===== config.mk =====
export PLATFORM = sky130hd
export DESIGN_NAME = float_sub_seq_flat
export DESIGN_NICKNAME = d
export VERILOG_FILES = /design/src/rtl/float_sub_seq_if.sv /design/src/rtl/float_sub_seq.sv /design/src/flat_wrapper.sv
export SDC_FILE = /design/constraint.sdc
export NUM_CORES = 1
export LEC_CHECK = 0
export CORE_MARGIN = 2
export CORE_UTILIZATION = 50
export CTS_BUF_LIST = sky130_fd_sc_hd__clkbuf_4 sky130_fd_sc_hd__clkbuf_8 sky130_fd_sc_hd__clkbuf_16
export DETAILED_ROUTE_END_ITERATION = 6
export PLACE_DENSITY = 0.7
export SYNTH_ARGS = -nofsm -noshare
export SYNTH_HDL_FRONTEND = slang
export SYNTH_SLANG_ARGS = --single-unit

===== constraint.sdc =====
create_clock -name clk -period 6 [get_ports clk]
set_input_delay 1.2 -clock clk [delete_from_list [all_inputs] [get_ports clk]]
set_output_delay 1.2 -clock clk [all_outputs]
set_load 0.01 [all_outputs]

===== src/rtl/float_sub_seq_if.sv =====
// Operand/result handshake bundle for the sequential binary16 subtractor.
// master drives operands and out_ready; slave is the subtractor.
interface float_sub_seq_if;
    logic        in_valid;
    logic        in_ready;
    logic [15:0] floatA;
    logic [15:0] floatB;
    logic        out_valid;
    logic        out_ready;
    logic [15:0] diff;

    modport master (
        output in_valid, floatA, floatB, out_ready,
        input  in_ready, out_valid, diff
    );

    modport slave (
        input  in_valid, floatA, floatB, out_ready,
        output in_ready, out_valid, diff
    );
endinterface


===== src/rtl/float_sub_seq.sv =====
// Multi-cycle binary16 subtractor, diff = floatA - floatB.
// One op in flight; alignment and normalization move one bit per cycle.
module float_sub_seq #(
    parameter int MAX_ALIGN = 13
) (
    input  logic           clk,
    input  logic           rst_n,
    float_sub_seq_if.slave io
);
    typedef enum logic [2:0] {
        IDLE, UNPACK, ALIGN, ADD, NORM, ROUND, DONE
    } state_t;

    localparam logic [4:0] MAX_A = 5'(MAX_ALIGN);

    state_t             state_q, state_d;
    logic [15:0]        a_q, a_d;
    logic [15:0]        b_q, b_d;
    logic               sign_q, sign_d;
    logic               sub_q, sub_d;
    logic               big_q, big_d;
    logic signed [6:0]  exp_q, exp_d;
    logic [14:0]        mx_q, mx_d;
    logic [14:0]        my_q, my_d;
    logic [4:0]         cnt_q, cnt_d;
    logic [15:0]        diff_q, diff_d;
    logic               in_ready_q, in_ready_d;
    logic               out_valid_q, out_valid_d;

    logic               a_nan, b_nan, a_inf, b_inf;
    logic               a_zero, b_zero, a_ge;
    logic               spec_w;
    logic [15:0]        spec_val_w;
    logic [14:0]        x_w, y_w;
    logic [4:0]         d_w;
    logic [14:0]        sum_w;
    logic               rnd_w;
    logic [11:0]        mant_w;
    logic signed [6:0]  rexp_w;

    assign a_nan  = (&a_q[14:10]) & (|a_q[9:0]);
    assign b_nan  = (&b_q[14:10]) & (|b_q[9:0]);
    assign a_inf  = (&a_q[14:10]) & ~(|a_q[9:0]);
    assign b_inf  = (&b_q[14:10]) & ~(|b_q[9:0]);
    assign a_zero = ~(|a_q[14:10]);
    assign b_zero = ~(|b_q[14:10]);
    assign a_ge   = a_q[14:0] >= b_q[14:0];
    assign x_w    = a_ge ? a_q[14:0] : b_q[14:0];
    assign y_w    = a_ge ? b_q[14:0] : a_q[14:0];
    assign d_w    = x_w[14:10] - y_w[14:10];

    // Working sig: [14] carry, [13:3] sig with hidden 1, [2:0] G/R/S.
    assign sum_w  = sub_q ? (mx_q - my_q) : (mx_q + my_q);
    assign rnd_w  = mx_q[2] & (mx_q[1] | mx_q[0] | mx_q[3]);
    assign mant_w = {1'b0, mx_q[13:3]} + {11'b0, rnd_w};
    assign rexp_w = mant_w[11] ? (exp_q + 7'sd1) : exp_q;

    // b_q already carries the inverted sign, so this is an effective add.
    always_comb begin
        spec_w     = 1'b1;
        spec_val_w = 16'h0000;
        if (a_nan || b_nan)
            spec_val_w = 16'h7E00;
        else if (a_inf && b_inf)
            spec_val_w = (a_q[15] != b_q[15]) ? 16'h7E00 : a_q;
        else if (a_inf)
            spec_val_w = a_q;
        else if (b_inf)
            spec_val_w = b_q;
        else if (b_zero)
            spec_val_w = a_zero ? {a_q[15], 15'h0000} : a_q;
        else if (a_zero)
            spec_val_w = b_q;
        else if (a_q[14:0] == b_q[14:0] && a_q[15] != b_q[15])
            spec_val_w = 16'h0000;
        else
            spec_w = 1'b0;
    end

    always_comb begin
        state_d     = state_q;
        a_d         = a_q;
        b_d         = b_q;
        sign_d      = sign_q;
        sub_d       = sub_q;
        big_d       = big_q;
        exp_d       = exp_q;
        mx_d        = mx_q;
        my_d        = my_q;
        cnt_d       = cnt_q;
        diff_d      = diff_q;
        in_ready_d  = in_ready_q;
        out_valid_d = out_valid_q;
        unique case (state_q)
            IDLE: begin
                if (io.in_valid && in_ready_q) begin
                    a_d        = io.floatA;
                    b_d        = {~io.floatB[15], io.floatB[14:0]};
                    in_ready_d = 1'b0;
                    state_d    = UNPACK;
                end
            end
            UNPACK: begin
                if (spec_w) begin
                    a_d     = spec_val_w;
                    state_d = DONE;
                end else begin
                    sign_d  = a_ge ? a_q[15] : b_q[15];
                    sub_d   = a_q[15] ^ b_q[15];
                    exp_d   = {2'b00, x_w[14:10]};
                    mx_d    = {2'b01, x_w[9:0], 3'b000};
                    my_d    = {2'b01, y_w[9:0], 3'b000};
                    big_d   = d_w > MAX_A;
                    cnt_d   = (d_w > MAX_A) ? MAX_A : d_w;
                    state_d = ALIGN;
                end
            end
            ALIGN: begin
                if (cnt_q != 5'd0) begin
                    my_d  = {1'b0, my_q[14:2], my_q[1] | my_q[0]};
                    cnt_d = cnt_q - 5'd1;
                end else begin
                    if (big_q)
                        my_d = {14'b0, |my_q};
                    state_d = ADD;
                end
            end
            ADD: begin
                if (sum_w[14]) begin
                    mx_d  = {1'b0, sum_w[14:2], sum_w[1] | sum_w[0]};
                    exp_d = exp_q + 7'sd1;
                end else begin
                    mx_d = sum_w;
                end
                state_d = NORM;
            end
            NORM: begin
                if (!mx_q[13] && mx_q != 15'd0) begin
                    mx_d  = {mx_q[13:0], 1'b0};
                    exp_d = exp_q - 7'sd1;
                end else begin
                    state_d = ROUND;
                end
            end
            ROUND: begin
                if (rexp_w >= 7'sd31)
                    diff_d = {sign_q, 5'h1F, 10'h000};
                else if (rexp_w < 7'sd1)
                    diff_d = {sign_q, 15'h0000};
                else
                    diff_d = {sign_q, rexp_w[4:0],
                              mant_w[11] ? mant_w[10:1] : mant_w[9:0]};
                out_valid_d = 1'b1;
                state_d     = DONE;
            end
            DONE: begin
                // Special results arrive here with out_valid still low.
                if (!out_valid_q) begin
                    diff_d      = a_q;
                    out_valid_d = 1'b1;
                end else if (io.out_ready) begin
                    out_valid_d = 1'b0;
                    in_ready_d  = 1'b1;
                    state_d     = IDLE;
                end
            end
            default: state_d = IDLE;
        endcase
    end

    always_ff @(posedge clk or negedge rst_n) begin
        if (!rst_n) begin
            state_q     <= IDLE;
            a_q         <= 16'h0000;
            b_q         <= 16'h0000;
            sign_q      <= 1'b0;
            sub_q       <= 1'b0;
            big_q       <= 1'b0;
            exp_q       <= 7'sd0;
            mx_q        <= 15'd0;
            my_q        <= 15'd0;
            cnt_q       <= 5'd0;
            diff_q      <= 16'h0000;
            in_ready_q  <= 1'b1;
            out_valid_q <= 1'b0;
        end else begin
            state_q     <= state_d;
            a_q         <= a_d;
            b_q         <= b_d;
            sign_q      <= sign_d;
            sub_q       <= sub_d;
            big_q       <= big_d;
            exp_q       <= exp_d;
            mx_q        <= mx_d;
            my_q        <= my_d;
            cnt_q       <= cnt_d;
            diff_q      <= diff_d;
            in_ready_q  <= in_ready_d;
            out_valid_q <= out_valid_d;
        end
    end

    assign io.in_ready  = in_ready_q;
    assign io.out_valid = out_valid_q;
    assign io.diff      = diff_q;
endmodule


===== src/flat_wrapper.sv =====
// flat-port wrapper written by rule: the top's interface ports become plain ports
module float_sub_seq_flat 
#(
    parameter int MAX_ALIGN = 13
)
  (clk, rst_n, io_in_valid, io_floatA, io_floatB, io_out_ready, io_in_ready, io_out_valid, io_diff);
  float_sub_seq_if io_i ();
  input  logic clk;
  input  logic rst_n;
  input wire logic [$bits(io_i.in_valid)-1:0] io_in_valid;
  input wire logic [$bits(io_i.floatA)-1:0] io_floatA;
  input wire logic [$bits(io_i.floatB)-1:0] io_floatB;
  input wire logic [$bits(io_i.out_ready)-1:0] io_out_ready;
  output wire logic [$bits(io_i.in_ready)-1:0] io_in_ready;
  output wire logic [$bits(io_i.out_valid)-1:0] io_out_valid;
  output wire logic [$bits(io_i.diff)-1:0] io_diff;
  assign io_i.in_valid = io_in_valid;
  assign io_i.floatA = io_floatA;
  assign io_i.floatB = io_floatB;
  assign io_i.out_ready = io_out_ready;
  assign io_in_ready = io_i.in_ready;
  assign io_out_valid = io_i.out_valid;
  assign io_diff = io_i.diff;
  float_sub_seq #(.MAX_ALIGN(MAX_ALIGN)) u_core (.clk(clk), .rst_n(rst_n), .io(io_i));
endmodule

Word-level counts from Yosys, hierarchy flattened

Index checks and enable logic that the tools add are counted.

Input port bits: 36
Logic and storage cells: 153
Output and inout port bits: 18
Register bits: 98

Magnitude comparators: 4
$add $sub $neg: 7
Bitwise logic cells: 14
Mux-type cells: 58
Equality and inequality tests: 24
Reductions and logical operators: 32

Operators by type and width:

| kind                                                  | number |
|---|---|
| two-way mux 15 bit                                    | 11 |
| two-way mux 16 bit                                    | 10 |
| one-hot mux 16 bit (2 select lines)                   | 2 |
| one-hot mux 15 bit (3 select lines)                   | 1 |
| one-hot mux 15 bit (2 select lines)                   | 1 |
| two-way mux 7 bit                                     | 4 |
| one-hot mux 3 bit (7 select lines)                    | 1 |
| one-hot mux 7 bit (3 select lines)                    | 1 |
| OR reduction 10 bit                                   | 2 |
| two-way mux 3 bit                                     | 6 |
| adder 15 bit                                          | 1 |
| == test 15 bit                                        | 1 |
| >= comparator 15 bit                                  | 1 |
| two-way mux 5 bit                                     | 3 |
| AND reduction 5 bit                                   | 3 |
| nonzero test 15 bit                                   | 1 |
| OR reduction 15 bit                                   | 1 |
| subtractor 15 bit                                     | 1 |
| two-way mux 14 bit                                    | 1 |
| two-way mux 1 bit                                     | 13 |
| adder 11 x 1 -> 12 bit                                | 1 |
| inequality test 2 x 1 -> 1 bit, second input constant | 6 |
| AND reduction 6 bit                                   | 2 |
| two-way mux 10 bit                                    | 1 |
| other kinds (34)                                      | 64 |

Depth between registers and ports, before layout

Gate-level depths: netlist of the first run.

Depth after elaboration: 11
Depth in mapped cells: 19
Gate-level depth less buffers: 16

Least setup slack after synthesis of the first run

Ideal clock, no wire load.

Kind: register to register
From: register u_core.b_q[10]
To: register u_core.cnt_q[1]
Setup slack: 2,118 ps
Required time: 5,882 ps
Period minus slack after synthesis: 3,882 ps
Data arrival time: 3,764 ps
Cell stages (with the launch flop): 20
Buffers on the path: 3
Library setup time: 118 ps
Cells stage by stage: dfrtp_1 > inv_1 > ha_1 > a21oi_1 > o21ai_4 > a2111oi_4 > and2_1 > buf_6 > clkbuf_1 > buf_2 > nor2_1 > a21oi_1 > ha_1 > o21ai_0 > nand2_1 > a21oi_1 > a311o_1 > and3_1 > o21a_1 > a21o_1

Longest elaborated chain between the ends: 11
Elaborated cells on any way between the ends: 25
Classes of those cells: add/sub: 1; order compare: 2; eq/ne: 2; mux: 12; bitwise: 2; reduce/logical: 6

RTL lines:

| item                                                                          | RTL line             | RTL |
|---|---|---|
| start, declared                                                               | float_sub_seq.sv:18  | `logic [15:0] b_q, b_d;` |
| start signal, assigned                                                        | float_sub_seq.sv:175 | `b_q <= 16'h0000;` |
| start signal, assigned                                                        | float_sub_seq.sv:189 | `b_q <= b_d;` |
| parallel branches: the longest is 11 deep, another holds >= comparator 15 bit | n/a                  |  |
| end signal, assigned                                                          | float_sub_seq.sv:196 | `cnt_q <= cnt_d;` |
| end, declared                                                                 | float_sub_seq.sv:25  | `logic [4:0] cnt_q, cnt_d;` |

Several ways; the timed one is not identified. The select of a mux whose other input is x is not followed.
A chain may end at the register's enable or synchronous reset.

Final worst setup path of the first run

From: register u_core.b_q[2]
To: register u_core.cnt_q[3]

The elaborated chain is that of the path after synthesis.

==> flow_metrics.py, run 1 <==
metrics = {
    "outcome": {
        "status": "finished clean",
    },
    "setup_path": {
        "crit_path_max_fanout": 26,
        "startpoint_type": "flop",
        "cp-end-kind": "flop",
        "critical_path_class": "reg -> reg",
        "critical_path_required_ns": 6.20,
        "cp.arrival_ns": 4.62,
    },
    "synthesis": {
        "synth.avg_cell_area_um2": 8.08,
        "syn_nets": 977,
        "async_flop_share": 1.00,
        "yosysMostFrequentCell": "nand2_1",
        "yosysTopAreaCell": "dfrtp_1",
        "ys.flop_type": "dfrtp_1",
        "netlist_instances": 904,
        "synth_edf_count": 0,
        "yosysWarningCount": 0,
        "synth_seq_cells": 97,
        "yosysTopAreaCellShare": 0.329,
        "synth_top_cells_by_count": "nand2_1 (111), dfrtp_1 (96), o21ai_0 (81), nor2_1 (80), a21oi_1 (65)",
        "ys_seq_area_frac": 0.332,
        "synth_area_leaders": "dfrtp_1 (33%), ha_1 (6.2%), nand2_1 (5.7%), o21ai_0 (5.5%), a21oi_1 (4.5%)",
        "syn_area_um2": 7300,
        "yosysUniqueCellTypes": 67,
    },
    "sta": {
        "tns_ns": 0,
        "slew_headroom": 0.291,
        "setup_viol": 0,
        "rsz0062_at_grt": "no",
        "max_freq_ghz": 0.226,
        "finalClockSkew_ns": 0.0144,
        "finalMaxSlewViolations": 0,
        "hold_viol": 0,
        "fin_crit_ns": 4.42,
        "holdWs_ns": 0.487,
        "worst_pin_slew_ns": 1.06,
        "period_share": 0.737,
        "fin_ws_ns": 1.58,
    },
    "cts": {
        "htree_levels": 3,
        "cts_tree": "done",
        "post_cts_buffers": 0,
        "clk_pin_slew_ns": 0.08,
        "clock_sinks": 97,
        "clock_latency_ns": 0.36,
        "numCtsBuffers": 9,
        "clockBufferDepth": 2,
        "cts_resized": 0,
        "holdBufCountCts": 0,
        "cts-root-buf": "clkbuf_16",
    },
    "global_routing": {
        "grt_pass1_vias": 6399,
        "grt_max_degree": 54,
        "grt_overflow": 0,
        "antenna_found_initial": 0,
        "grt_pass1_wl_um": 34900,
        "track_usage": 0.281,
    },
    "pwr": {
        "p_per_area_nw_per_um2": 692,
        "intPower_mw": 2.72,
        "switchingPower_mw": 2.95,
        "sw_frac_of_total": 0.521,
        "clkPwrFrac": 0.104,
        "vdd_ir_drop_max_mv": 0.313,
        "leakagePower_nw": 3.39,
        "p_comb_frac": 0.644,
        "pwr-share-seq": 0.251,
    },
    "layout": {
        "synthToLayoutAreaGrowth_pct": 12.2,
        "fill_cells": 1398,
        "finalNetCount": 995,
        "final_layout_size_suffix_gt1_frac": 0.0475,
        "antenna_cells": 0,
    },
    "route": {
        "num_vias": 6894,
        "drt-initial-drc-count": 653,
        "via_per_inst": 6.21,
        "drcViolationCount": 0,
        "wl_um": 21700,
        "ant_nets": 0,
        "wl_per_cell_um": 19.5,
        "dr.pass1.iters": 5,
    },
    "floorplanning": {
        "io_pins": 54,
        "die_w_um": 125,
        "dieArea_um2": 15600,
        "start_util": 0.506,
        "core_area_um2": 14400,
        "die_height_um": 125,
        "num_rows": 44,
    },
    "placement": {
        "io_buffers": 53,
        "pre_cts_ws_ns": 1.72,
        "dp_hpwl_um": 16000,
        "gp_congestion": 0.954,
    },
    "flow_run": {
        "max-cap-violations": 0,
    },
    "min_path": {
        "min_path_type": "reg -> reg",
    },
}
[worst max-delay path, stage by stage, from the launching register on]
cell     delay (ns)
dfrtp_1        0.44
inv_1          0.09
ha_1           0.33
a21oi_1        0.13
a21oi_1        0.09
o31ai_1        0.77
and2_1         0.86
nor2_1         0.11
a21oi_1        0.19
ha_1           0.20
o21ai_0        0.09
nand2_1        0.08
a21oi_1        0.04
a311o_1        0.39
nand2_1        0.08
xnor2_1        0.21
a41oi_1        0.17
[metal layers]
metal | wire, µm | share of wire | global-route usage | up-vias
li1 | - | - | - | 3327
met1 | 9830 | 0.45 | 0.402 | 3271
met2 | 9870 | 0.45 | 0.431 | 250
met3 | 1320 | 0.061 | 0.0481 | 46
met4 | 688 | 0.032 | 0.0961 | 0
met5 | 0 | 0 | 0 | -
[sequential cells by signal (all words and copies together) (netlist names)]
register / flops
u_core.big_q: 1
u_core.sub_q: 1
u_core.cnt_q: 5
u_core.io.diff: 16
u_core.io.out_valid: 1
u_core.sign_q: 1
u_core.b_q: 16
u_core.my_q: 14
u_core.a_q: 16
u_core.state_q: 3
u_core.exp_q: 7
u_core.mx_q: 15
u_core.io.in_ready: 1
[final timing paths]
path | startpoint | slack, ns | depth (start not counted) | end
worst max-delay path | u_core.b_q[2] | 1.58 | 16 | u_core.cnt_q[3]
worst min-delay path | u_core.io.diff[15] | 0.49 | 2 | u_core.io.diff[15]
worst max register to register | u_core.b_q[2] | 1.58 | 16 | u_core.cnt_q[3]
worst min register to register | u_core.io.diff[15] | 0.49 | 2 | u_core.io.diff[15]
max in group asynchronous | rst_n | 4.03 | 2 | u_core.cnt_q[0]
min in group asynchronous | rst_n | 0.84 | 1 | u_core.exp_q[3]
[logic make-up (layout without fill, tap and decap cells)]
family	after synthesis	count (layout)	synth area share
buf+inv	95	118	0.0516
fa+ha+maj	37	37	0.0644
xor+xnor	41	41	0.0512
compound gates	285	285	0.255
mux	24	24	0.0346
simple gates	325	325	0.211
flops	97	97	0.332
[cell type report]
cell class                 count  area, µm²  area share
multi-input combinational    712       4500       0.549
sequential                    97       2430       0.296
timing repair buffer          60        581      0.0709
tap                          184        230      0.0281
clock buffer                   9        225      0.0275
inverter                      42        158      0.0192
clock inverter                 7       72.6     0.00886
[stage by stage]
step	cell area, µm²	power [mW]	instances	util
after floorplan	7300	4.01	904	-
after global placement	7900	4.98	1095	0.547
after detailed placement	7900	5.02	1095	0.547
after CTS	8190	5.63	1111	0.568
after global routing	8190	6.15	1111	0.568
final	8190	5.67	1111	0.568
[power by group through the flow]
| stage | combinational (mW) | clock (mW) | sequential, mW |
|---|---|---|---|
| detailed placement | 3.60 | 0 | 1.42 |
| finish | 3.65 | 0.592 | 1.42 |
| CTS | 3.62 | 0.600 | 1.40 |
| global placement | 3.58 | 0 | 1.41 |
| floorplan | 2.79 | 0 | 1.22 |
| global route | 4.06 | 0.626 | 1.46 |
[cell usage in the layout (no fill, tap or decap), types with 13 or more instances in the layout]
cell,count
inv_1,42
a22oi_1,24
a21oi_1,65
nor3_1,24
xnor2_1,25
mux2i_1,17
nand3_1,29
o211ai_1,13
nand2_1,111
dfrtp_1,96
xor2_1,14
clkdlybuf4s50_1,52
o21ai_0,81
ha_1,36
nor2_1,80
No activity file was read; power rests on OpenSTA's default activity.
==> run 2, diff against run 1 <==
--- a/config.mk
+++ b/config.mk
@@ -9,7 +9,7 @@
 export CORE_UTILIZATION = 50
 export CTS_BUF_LIST = sky130_fd_sc_hd__clkbuf_4 sky130_fd_sc_hd__clkbuf_8 sky130_fd_sc_hd__clkbuf_16
 export DETAILED_ROUTE_END_ITERATION = 6
-export PLACE_DENSITY = 0.7
+export PLACE_DENSITY = 0.72
 export SYNTH_ARGS = -nofsm -noshare
 export SYNTH_HDL_FRONTEND = slang
 export SYNTH_SLANG_ARGS = --single-unit
==> constraint.sdc (replaced) <==
create_clock -name clk -period 3.81 [get_ports clk]
set_input_delay 0.762 -clock clk [delete_from_list [all_inputs] [get_ports clk]]
set_output_delay 0.762 -clock clk [all_outputs]
set_load 0.01 [all_outputs]
==> flow_metrics.py, run 2 (synthesis gave the netlist of run 1 again) <==
metrics = {
    "pwr": {
        "sw_frac_of_total": 0.509,
        "leakagePower_nw": 3.59,
        "clkPwrFrac": 0.101,
        "finalPower_mw": 9.31,
        "switchingPower_mw": 4.73,
        "intPower_mw": 4.57,
        "p_comb_frac": 0.669,
        "vdd_ir_drop_max_mv": 0.499,
        "p_per_area_nw_per_um2": 1090,
        "pwr-share-seq": 0.231,
    },
    "layout": {
        "instances_no_fill": 1151,
        "layout_common_cells": "nand2_1 (111), dfrtp_1 (96), o21ai_0 (81)",
        "synthToLayoutAreaGrowth_pct": 16.5,
        "final_layout_size_suffix_gt1_frac": 0.0889,
        "mostFrequentLayoutCell": "nand2_1",
        "antenna_cells": 0,
        "finalNetCount": 1035,
    },
    "setup_path": {
        "rr_worst_depth": 15,
        "regToRegStartpoint": "u_core.my_q[5]",
        "cp-end-kind": "flop",
        "critical_path_class": "reg -> reg",
        "cpMaxStageDelayCell": "dfrtp_1",
        "crit_buf_inv": 2,
        "reg2reg_to": "u_core.exp_q[5]",
        "crit_path_max_fanout": 6,
        "startpoint_type": "flop",
        "critical_path_required_ns": 4.07,
        "slowest_delay_ns": 0.45,
        "ff2ff_setup_slack_ns": 0.32,
        "worstSetupStartpoint": "u_core.my_q[5]",
        "cp_cell_sequence": "nor4_1 > nor3b_1 > nor2_1 > xnor2_1 > ha_1 > nand3_1 > nor2_1 > a21oi_1 > nand3_1 > a31oi_1 > buf_4 > xor2_2 > buf_4 > a211o_1 > a22o_1",
        "cp.arrival_ns": 3.75,
        "path_depth": 15,
        "path_delay_family": "simple AND/OR/NAND/NOR gates",
    },
    "outcome": {
        "status": "finished clean",
    },
    "floorplanning": {
        "num_rows": 44,
        "io_pins": 54,
        "core_area_um2": 14400,
        "start_util": 0.506,
        "dieArea_um2": 15600,
        "die_w_um": 125,
        "die_height_um": 125,
    },
    "route": {
        "drt-met1-wl_um": 9730,
        "top_layer": "met4",
        "wl_um": 22200,
        "wl_met3_um": 1490,
        "wl_met2_um": 10300,
        "ant_nets": 0,
        "wl_per_cell_um": 19.3,
        "drt-initial-drc-count": 679,
        "via_per_inst": 6.18,
        "num_vias": 7118,
        "drcViolationCount": 0,
        "dr.pass1.iters": 7,
    },
    "sta": {
        "fin_crit_ns": 3.49,
        "worst_pin_slew_ns": 1.02,
        "finalClockSkew_ns": 0.00977,
        "tns_ns": 0,
        "setup_viol": 0,
        "slew_headroom": 0.304,
        "max_freq_ghz": 0.287,
        "holdWs_ns": 0.419,
        "rsz0062_at_grt": "no",
        "hold_viol": 0,
        "period_share": 0.916,
        "finalMaxSlewViolations": 0,
    },
    "global_routing": {
        "grt_max_degree": 48,
        "grt_pass1_vias": 6605,
        "grt_pass1_wl_um": 35700,
        "track_usage": 0.288,
        "antenna_found_initial": 0,
        "grt_overflow": 0,
    },
    "placement": {
        "io_buffers": 53,
        "dp_hpwl_um": 16600,
        "dp.cells": 1135,
        "gp_congestion": 0.935,
    },
    "flow_run": {
        "max-cap-violations": 0,
    },
    "cts": {
        "cts_resized": 0,
        "holdBufCountCts": 0,
        "clk_pin_slew_ns": 0.08,
        "numCtsBuffers": 9,
        "clock_sinks": 97,
        "clockBufferDepth": 2,
        "cts_tree": "done",
        "post_cts_buffers": 0,
        "clock_latency_ns": 0.37,
        "htree_levels": 3,
        "cts-root-buf": "clkbuf_16",
    },
    "min_path": {
        "min_path_type": "in -> async",
    },
}
## run 2: cell types whose count changed in the layout (fill, tap and decap cells not counted)
| cell | previous run | this run |
|---|---|---|
| xnor2_2 | 1 | 2 |
| nor3b_1 | 2 | 1 |
| clkinv_2 | 1 | 0 |
| xnor2_1 | 25 | 24 |
| inv_8 | 3 | 2 |
| clkinv_4 | 1 | 3 |
| nor3b_2 | 0 | 1 |
| buf_4 | 8 | 48 |
## run 2: worst max path at each step
| stage | endpoint | slack, ns |
|---|---|---|
| after detailed placement | u_core.mx_q[1] | 0.21 |
| after floorplan | u_core.cnt_q[1] | 0.05 |
| after global placement | u_core.mx_q[1] | 0.29 |
| final | u_core.exp_q[5] | 0.32 |
| after global routing | u_core.exp_q[5] | 0.03 |
| after CTS | u_core.mx_q[1] | 0.19 |
## run 2: layer usage
layer / global-route usage / up-vias
met2: 0.450 / 287
met5: 0 / -
li1: - / 3397
met3: 0.0528 / 44
met4: 0.105 / 0
met1: 0.402 / 3390
## run 2: final cells by class
cell class	instances	area [µm²]
Clock buffer	9	225
Clock inverter	7	73.8
Fill cell	1310	5920
Inverter	42	158
Multi-Input combinational cell	712	4510
Sequential cell	97	2430
Tap cell	184	230
Timing Repair Buffer	100	881
## run 2: metrics by stage
stage / instance area [µm²] / utilization / setup slack (ns)
4_1_cts: 8500 / 0.589 / 0.186
2_1_floorplan: 7310 / - / 0.0466
5_1_grt: 8510 / 0.590 / 0.0301
3_5_place_dp: 8200 / 0.568 / 0.211
6_report: 8510 / 0.590 / 0.321
3_3_place_gp: 8200 / 0.568 / 0.287
## run 2: power groups by stage
stage	Clock, mW	Combinational [mW]	Sequential, mW
global placement	0	6.02	2.13
floorplan	0	4.40	1.92
detailed placement	0	6.09	2.13
CTS	0.944	6.12	2.12
global route	0.987	6.86	2.20
finish	0.937	6.22	2.15
## run 2: worst register-to-register path, cell delays in order, from the launching register on
cell and delay (ns):
dfrtp_1 0.45, nor4_1 0.42, nor3b_1 0.39, nor2_1 0.09
xnor2_1 0.14, ha_1 0.33, nand3_1 0.12, nor2_1 0.05
a21oi_1 0.17, nand3_1 0.10, a31oi_1 0.17, buf_4 0.16
xor2_2 0.09, buf_4 0.17, a211o_1 0.29, a22o_1 0.23
==> run 3, diff against run 2 <==
--- a/config.mk
+++ b/config.mk
@@ -5,6 +5,7 @@
 export SDC_FILE = /design/constraint.sdc
 export NUM_CORES = 1
 export LEC_CHECK = 0
+export ABC_CLOCK_PERIOD_IN_PS = 3810
 export CORE_MARGIN = 2
 export CORE_UTILIZATION = 50
 export CTS_BUF_LIST = sky130_fd_sc_hd__clkbuf_4 sky130_fd_sc_hd__clkbuf_8 sky130_fd_sc_hd__clkbuf_16
==> results of run 3 <==
Final layout, timing and power as in run 2 (identical DEF).
